<file path="config.mk">
export PLATFORM = sky130hd
export DESIGN_NAME = cov_matrix_accum_flat
export DESIGN_NICKNAME = d
export VERILOG_FILES = /design/src/rtl/cov_matrix_accum_if.sv /design/src/rtl/cov_matrix_accum.sv /design/src/flat_wrapper.sv
export SDC_FILE = /design/constraint.sdc
export NUM_CORES = 1
export LEC_CHECK = 0
export ABC_AREA = 1
export CAP_MARGIN = 20
export CORE_ASPECT_RATIO = 2
export CORE_MARGIN = 5
export CORE_UTILIZATION = 30
export CTS_CLUSTER_SIZE = 25
export DETAILED_ROUTE_END_ITERATION = 7
export GPL_TIMING_DRIVEN = 0
export PLACE_DENSITY = 0.45
export RECOVER_POWER = 50
export SLEW_MARGIN = 20
export SYNTH_ARGS = -nofsm -noshare
export SYNTH_HDL_FRONTEND = slang
export SYNTH_SLANG_ARGS = --single-unit
export TNS_END_PERCENT = 100
</file>
<file path="constraint.sdc">
create_clock -name I_sys_clk -period 4.8 [get_ports I_sys_clk]
set_clock_uncertainty 0.1 [all_clocks]
set_input_delay 0.96 -clock I_sys_clk [delete_from_list [all_inputs] [get_ports I_sys_clk]]
set_output_delay 0.96 -clock I_sys_clk [all_outputs]
set_load 0.1 [all_outputs]
</file>
<file path="src/rtl/cov_matrix_accum_if.sv">
// Sample-in / matrix-out handshake bundle for the covariance accumulator.
// The master is the side that feeds samples and consumes results.
interface cov_matrix_accum_if #(
   parameter int N_CH = 2,
   parameter int DW   = 8
);
   logic                       I_start;
   logic                       I_mode;
   logic                       I_sample_valid;
   logic                       O_sample_ready;
   logic [N_CH*DW-1:0]         I_sample_data;
   logic [N_CH*N_CH*2*DW-1:0]  O_rx_data;
   logic                       O_rx_valid;
   logic                       I_rx_ready;
   logic                       O_busy;
   logic                       O_overflow;

   modport master (
      output I_start, I_mode, I_sample_valid, I_sample_data, I_rx_ready,
      input  O_sample_ready, O_rx_data, O_rx_valid, O_busy, O_overflow
   );

   modport slave (
      input  I_start, I_mode, I_sample_valid, I_sample_data, I_rx_ready,
      output O_sample_ready, O_rx_data, O_rx_valid, O_busy, O_overflow
   );
endinterface

</file>
<file path="src/rtl/cov_matrix_accum.sv">
// N-channel sample-covariance accumulator: sums x*x^T over a 2^LOG2_LEN window
// and presents the window mean as a full symmetric N_CH x N_CH matrix.
module cov_matrix_accum #(
   parameter int N_CH     = 2,
   parameter int DW       = 8,
   parameter int LOG2_LEN = 12
) (
   input logic               I_sys_clk,
   input logic               I_sys_rstn,
   cov_matrix_accum_if.slave bus
);
   localparam int NP = N_CH * (N_CH + 1) / 2;
   localparam int PW = 2 * DW;
   localparam int AW = PW + LOG2_LEN;

   typedef enum logic [1:0] {IDLE, ACC, HOLD} state_t;

   state_t               state;
   logic                 mode_q;
   logic [LOG2_LEN-1:0]  sample_cnt;
   logic                 p1_valid;
   logic                 p1_last;
   logic                 acc_last;
   logic                 rx_valid_q;
   logic                 overflow_q;
   logic                 accept;
   logic                 is_last;

   logic signed [PW-1:0] prod_d [NP];
   logic signed [PW-1:0] prod_q [NP];
   logic signed [AW-1:0] acc_q  [NP];
   logic signed [PW-1:0] res_q  [NP];

   assign accept             = bus.I_sample_valid && (state == ACC);
   assign is_last            = (sample_cnt == {LOG2_LEN{1'b1}});
   assign bus.O_sample_ready = (state == ACC);
   assign bus.O_rx_valid     = rx_valid_q;
   assign bus.O_overflow     = overflow_q;
   assign bus.O_busy         = (state == ACC) || p1_valid || acc_last;

   // Only the upper triangle is computed; K packs (i,j), i<=j, row by row and
   // the lower-triangle output slots mirror the same result register.
   for (genvar gi = 0; gi < N_CH; gi++) begin : g_row
      for (genvar gj = gi; gj < N_CH; gj++) begin : g_col
         localparam int K = gi * N_CH - (gi * (gi - 1)) / 2 + (gj - gi);
         assign prod_d[K] = PW'($signed(bus.I_sample_data[gi*DW +: DW]))
                          * PW'($signed(bus.I_sample_data[gj*DW +: DW]));
         assign bus.O_rx_data[(gi*N_CH+gj)*PW +: PW] = res_q[K];
         if (gj != gi) begin : g_mirror
            assign bus.O_rx_data[(gj*N_CH+gi)*PW +: PW] = res_q[K];
         end
      end
   end

   // Control FSM plus the two-stage product/accumulate pipeline. A window's
   // final sum sits in acc_q with acc_last set; on the next edge it moves to the
   // output register while acc_q restarts from the product already waiting in
   // stage 1, so continuous windows need no gap cycle.
   always_ff @(posedge I_sys_clk or negedge I_sys_rstn) begin
      if (!I_sys_rstn) begin
         state      <= IDLE;
         mode_q     <= 1'b0;
         sample_cnt <= '0;
         p1_valid   <= 1'b0;
         p1_last    <= 1'b0;
         acc_last   <= 1'b0;
         rx_valid_q <= 1'b0;
         overflow_q <= 1'b0;
         for (int k = 0; k < NP; k++) begin
            prod_q[k] <= '0;
            acc_q[k]  <= '0;
            res_q[k]  <= '0;
         end
      end else begin
         if (bus.I_rx_ready) rx_valid_q <= 1'b0;

         if (bus.I_start) begin
            state      <= ACC;
            mode_q     <= bus.I_mode;
            sample_cnt <= '0;
            p1_valid   <= 1'b0;
            p1_last    <= 1'b0;
            acc_last   <= 1'b0;
            overflow_q <= 1'b0;
            for (int k = 0; k < NP; k++) acc_q[k] <= '0;
         end else begin
            p1_valid <= accept;
            p1_last  <= accept && is_last;
            acc_last <= p1_valid && p1_last;

            if (accept) begin
               sample_cnt <= sample_cnt + LOG2_LEN'(1);
               for (int k = 0; k < NP; k++) prod_q[k] <= prod_d[k];
               if (is_last && !mode_q) state <= HOLD;
            end

            for (int k = 0; k < NP; k++) begin
               if (acc_last)
                  acc_q[k] <= p1_valid ? AW'(prod_q[k]) : '0;
               else if (p1_valid)
                  acc_q[k] <= acc_q[k] + AW'(prod_q[k]);
            end

            // A result landing on a still-unaccepted one replaces it and flags loss.
            if (acc_last) begin
               for (int k = 0; k < NP; k++) res_q[k] <= PW'(acc_q[k] >>> LOG2_LEN);
               rx_valid_q <= 1'b1;
               if (rx_valid_q && !bus.I_rx_ready) overflow_q <= 1'b1;
            end

            if (state == HOLD && !rx_valid_q && !p1_valid && !acc_last) state <= IDLE;
         end
      end
   end
endmodule
</file>
<file path="src/flat_wrapper.sv">
// flat-port wrapper written by rule: the top's interface ports become plain ports
module cov_matrix_accum_flat 
#(
   parameter int N_CH     = 2,
   parameter int DW       = 8,
   parameter int LOG2_LEN = 12
)
  (I_sys_clk, I_sys_rstn, bus_I_start, bus_I_mode, bus_I_sample_valid, bus_I_sample_data, bus_I_rx_ready, bus_O_sample_ready, bus_O_rx_data, bus_O_rx_valid, bus_O_busy, bus_O_overflow);
  cov_matrix_accum_if #(.N_CH(N_CH), .DW(DW)) bus_i ();
  input logic I_sys_clk;
  input logic I_sys_rstn;
  input wire logic [$bits(bus_i.I_start)-1:0] bus_I_start;
  input wire logic [$bits(bus_i.I_mode)-1:0] bus_I_mode;
  input wire logic [$bits(bus_i.I_sample_valid)-1:0] bus_I_sample_valid;
  input wire logic [$bits(bus_i.I_sample_data)-1:0] bus_I_sample_data;
  input wire logic [$bits(bus_i.I_rx_ready)-1:0] bus_I_rx_ready;
  output wire logic [$bits(bus_i.O_sample_ready)-1:0] bus_O_sample_ready;
  output wire logic [$bits(bus_i.O_rx_data)-1:0] bus_O_rx_data;
  output wire logic [$bits(bus_i.O_rx_valid)-1:0] bus_O_rx_valid;
  output wire logic [$bits(bus_i.O_busy)-1:0] bus_O_busy;
  output wire logic [$bits(bus_i.O_overflow)-1:0] bus_O_overflow;
  assign bus_i.I_start = bus_I_start;
  assign bus_i.I_mode = bus_I_mode;
  assign bus_i.I_sample_valid = bus_I_sample_valid;
  assign bus_i.I_sample_data = bus_I_sample_data;
  assign bus_i.I_rx_ready = bus_I_rx_ready;
  assign bus_O_sample_ready = bus_i.O_sample_ready;
  assign bus_O_rx_data = bus_i.O_rx_data;
  assign bus_O_rx_valid = bus_i.O_rx_valid;
  assign bus_O_busy = bus_i.O_busy;
  assign bus_O_overflow = bus_i.O_overflow;
  cov_matrix_accum #(.N_CH(N_CH), .DW(DW), .LOG2_LEN(LOG2_LEN)) u_core (.I_sys_clk(I_sys_clk), .I_sys_rstn(I_sys_rstn), .bus(bus_i));
endmodule
</file>
==> results.rst <==
.. list-table::
   :header-rows: 1

   * - Metric
     - Value
   * - Layout overhead on the synthesized area
     - 15.91%
   * - H-tree depth
     - 4
   * - Async set-or-reset flop fraction in the synthesized netlist
     - 1.000
   * - Largest net degree at the start of global routing
     - 76
   * - Synthesized area divided by synthesized cell count
     - 6.868 um^2
   * - Number of antenna diodes
     - 0
   * - Routability congestion estimate
     - 0.8740
   * - Initial DRT Pass Iterations
     - 6
   * - Final HPWL DP
     - 59,640 um
   * - Total leakage power
     - 13.95 nW
   * - Number of enable-type register cells in the synthesized netlist
     - 0
   * - Global Route met1 Usage
     - 0.1840
   * - Clock latency at the later pin of the worst-skew pair
     - 500 ps
   * - Most common cell in the netlist
     - sky130_fd_sc_hd__nand2_1
   * - Cell taking the most area after synthesis
     - sky130_fd_sc_hd__dfrtp_1
   * - Critical Path, Cell by Cell
     - dlygate4sd2_1 -> buf_8 -> inv_2 -> or2_2 -> fa_1 -> fa_2 -> fa_1 -> inv_1 -> fa_1 -> ha_4 -> inv_2 -> o21ai_2 -> a31oi_2 -> nand3_1 -> nand3b_1 -> nand3_2 -> nand2_1
   * - Most used flip-flop cell after synthesis
     - sky130_fd_sc_hd__dfrtp_1
   * - Cell area after synthesis
     - 21,500 um^2
   * - Overall via count from detail_route
     - 19.13k
   * - Internal reg-to-reg setup slack
     - 1950 ps
   * - Final worst slack
     - 162.1 ps
   * - Synth area leaders
     - sky130_fd_sc_hd__dfrtp_1 (23%), sky130_fd_sc_hd__nand2_1 (18%), sky130_fd_sc_hd__fa_1 (13%)
   * - Placement row count
     - 139
   * - Worst supply voltage drop on vdd
     - 0.3059 mV
   * - Number of max-capacitance violations reported
     - 1
   * - Cell area power density
     - 446.0 nW/um^2
   * - Average wire per standard cell
     - 16.88 um
   * - Worst path most repeated cell
     - sky130_fd_sc_hd__fa_1
   * - Number of global-route vias before repair
     - 20.13k
   * - Top cells by count, synth
     - sky130_fd_sc_hd__nand2_1 (1,014), sky130_fd_sc_hd__inv_1 (668), sky130_fd_sc_hd__dfrtp_1 (198), sky130_fd_sc_hd__nand3_1 (178), sky130_fd_sc_hd__ha_1 (166)
   * - Area inside the core boundary
     - 71,480 um^2
   * - Crit path required time
     - 5090 ps
   * - PortBufs
     - 83
   * - Number of standard cells after synthesis
     - 3,130
   * - Global-route wire length before repair
     - 111,100 um
   * - Y dimension of the die
     - 388.6 um
   * - Count of fill cells added during filler insertion
     - 7,812
   * - Violations in the final reports
     - max-capacitance violations, max-slew violations
   * - Global router's overall resource usage
     - 0.1855
   * - Final core utilization
     - 0.3486
   * - RSZ-0062 raised after global routing
     - true
   * - Clock transition time at the flip-flop clock pins of the worst setup and hold paths
     - 80 ps
   * - Ratio of routed vias to standard cells
     - 4.581
   * - First-iteration detailed-routing DRC count
     - 748
   * - Slowest stage cell on the critical path
     - sky130_fd_sc_hd__fa_1
   * - Initial antenna violation count
     - 0
   * - Number of buffers created by CTS
     - 17
   * - Worst hold path class
     - register to register
   * - Syn nets
     - 3,459
   * - Post-route minimum period
     - 4638 ps
   * - Antenna Violating Nets Remaining
     - 0
   * - Maximum operating frequency
     - 215.6 MHz
   * - Worst hold endpoint
     - u_core.acc_last
   * - Total overflow reported by the global router
     - 0
   * - Maximum fanout count along the critical path
     - 7
   * - Worst reg2reg startpoint
     - u_core.prod_q[16]
   * - Post-Route WL
     - 70,470 um
   * - Fin crit share
     - 0.9662
   * - Final setup violating endpoints
     - 0
   * - Number of clock sinks seen by CTS
     - 198
   * - Result of the run
     - complete, but fails checks
   * - Pre-CTS worst setup slack
     - -1582 ps
   * - Arrival time of data at the critical path endpoint
     - 4930 ps
   * - Synthesized flop and latch total
     - 198
   * - Count of boundary I/O pins
     - 90
   * - Maximum clock insertion buffer count
     - 2
   * - Met2 GRT Util
     - 0.3797
   * - Width of the chip
     - 199.3 um
   * - Residual DRC
     - 0
   * - Total power
     - 11.11 mW
   * - Kind of end point of the critical path
     - register
   * - Share of synthesized area occupied by flip-flops and latches
     - 0.2305
   * - Kind of start point of the critical path
     - input pin
   * - Area used by multi-input combinational logic
     - 14,070 um^2
   * - Max_slew headroom
     - -1.172
   * - Total of hold buffers inserted after clock tree synthesis
     - 0
   * - Destination of the worst register-to-register timing path
     - u_core.acc_q[52]
   * - Worst stage delay on the critical path
     - 590 ps
   * - Synth warn
     - 0
   * - Effective utilization at floorplan
     - 0.3007
   * - Share of cells above drive strength 1
     - 0.09451
   * - Busiest layer in global routing
     - met2
   * - Final nets
     - 3,576
   * - GR Util met3
     - 0.01353
   * - Total negative slack for setup checks
     - 0 ps
   * - Cell count of the worst hold path
     - 2
   * - Root cell of the clock tree
     - sky130_fd_sc_hd__clkbuf_16
   * - Total die area
     - 77,430 um^2
   * - Count of endpoints failing hold in the final timing report
     - 0
   * - Synth cell types
     - 45
   * - Cell count of the worst reg-to-reg path
     - 12
   * - TritonCTS clock tree
     - yes
   * - Register area
     - 4955 um^2
   * - Max-slew violation total from the final report
     - 57
   * - Category of the most critical setup path
     - input pin to register
   * - Start point of the worst hold path
     - u_core.p1_last
   * - Worst Tran Pin Value
     - 3258 ps
   * - Portion of synthesized cell area occupied by the leading cell type
     - 0.2305
   * - Worst hold slack after final layout
     - 381.3 ps
==> flip-flops by register name, indices dropped and copies added, names as in the netlist, 2 cells and up <==
signal / count
u_core.acc_q: 84
u_core.bus.O_rx_data: 48
u_core.prod_q: 46
u_core.sample_cnt: 12
u_core.state: 2
==> per-layer routing <==
metal / wire length [um] / vias to the layer above
met5: 0 / -
met4: 3168 / 0
met3: 1290 / 121
met2: 40740 / 273
met1: 25270 / 8953
li1: - / 9780
==> layout by cell type (no fill, tap or decap), types with 20 or more instances in the layout <==
cell and instances:
sky130_fd_sc_hd__o21ai_1 48, sky130_fd_sc_hd__ha_1 144, sky130_fd_sc_hd__nand4_1 43, sky130_fd_sc_hd__clkdlybuf4s50_1 72, sky130_fd_sc_hd__inv_1 649, sky130_fd_sc_hd__nand2_1 998
sky130_fd_sc_hd__xor2_1 41, sky130_fd_sc_hd__nand3_1 165, sky130_fd_sc_hd__a21oi_1 84, sky130_fd_sc_hd__nor2_1 152, sky130_fd_sc_hd__nand2_2 21, sky130_fd_sc_hd__xnor2_1 20
sky130_fd_sc_hd__nor2_2 21, sky130_fd_sc_hd__dfrtp_1 198, sky130_fd_sc_hd__buf_4 36, sky130_fd_sc_hd__buf_2 26, sky130_fd_sc_hd__fa_1 132, sky130_fd_sc_hd__o21ai_0 91
sky130_fd_sc_hd__inv_2 24, sky130_fd_sc_hd__mux2_1 29
==> logic make-up (layout without fill, tap and decap cells) <==
| family | after synthesis | after routing | share of synthesized area |
|---|---|---|---|
| compound gates | 284 | 284 | 0.07148 |
| flops | 198 | 198 | 0.2305 |
| simple gates | 1472 | 1472 | 0.2849 |
| mux | 33 | 33 | 0.01729 |
| buf+inv | 772 | 901 | 0.1419 |
| xor+xnor | 64 | 64 | 0.02608 |
| fa+ha+maj | 307 | 307 | 0.2279 |
==> worst max-delay path: cells and delay by family <==
family	cells	cell delay, ps
fa+ha+maj	5	2350
simple gates	5	720
buf+inv	5	610
compound gates	2	290
==> area by class of cell <==
class | count | share of cell area
plain buffers | 96 | 0.02772
multi-input cells | 2160 | 0.5648
clock inverters | 13 | 0.005775
well taps | 916 | 0.04600
clock buffers | 18 | 0.01722
flip-flops and latches | 198 | 0.1989
inverters | 676 | 0.1020
repair buffers | 98 | 0.03761
==> stage by stage <==
stage,cell area [um^2],std cells
2_1_floorplan,21530,3130
3_3_place_gp,23500,4129
3_5_place_dp,23560,4131
4_1_cts,24710,4174
5_1_grt,24920,4175
6_report,24920,4175
==> what timing repair did <==
item / 4_1_cts / 5_1_grt
cloned: 1 / 0
pin swaps: 29 / 29
setup endpoints to repair: 29 / 21
resized for setup: 130 / 113
setup buffers: 11 / 1
==> power by group <==
part	leakage [nW]	internal [mW]	switching [mW]
Sequential	2.65	1.94	0.324
Clock	0.279	0.730	0.766
Combinational	11.0	2.76	4.60
==> worst max path at each step <==
stage | start | endpoint | cells after the start
2_1_floorplan | bus_I_sample_data[10] | u_core.prod_q[14] | 17
3_3_place_gp | I_sys_rstn | u_core.bus.O_rx_data[16] | 1
3_5_place_dp | bus_I_sample_data[12] | u_core.prod_q[14] | 18
4_1_cts | bus_I_sample_data[4] | u_core.prod_q[45] | 18
5_1_grt | bus_I_sample_data[0] | u_core.prod_q[44] | 18
6_report | bus_I_sample_data[7] | u_core.prod_q[47] | 17
Power figures use the tool's default switching activity.
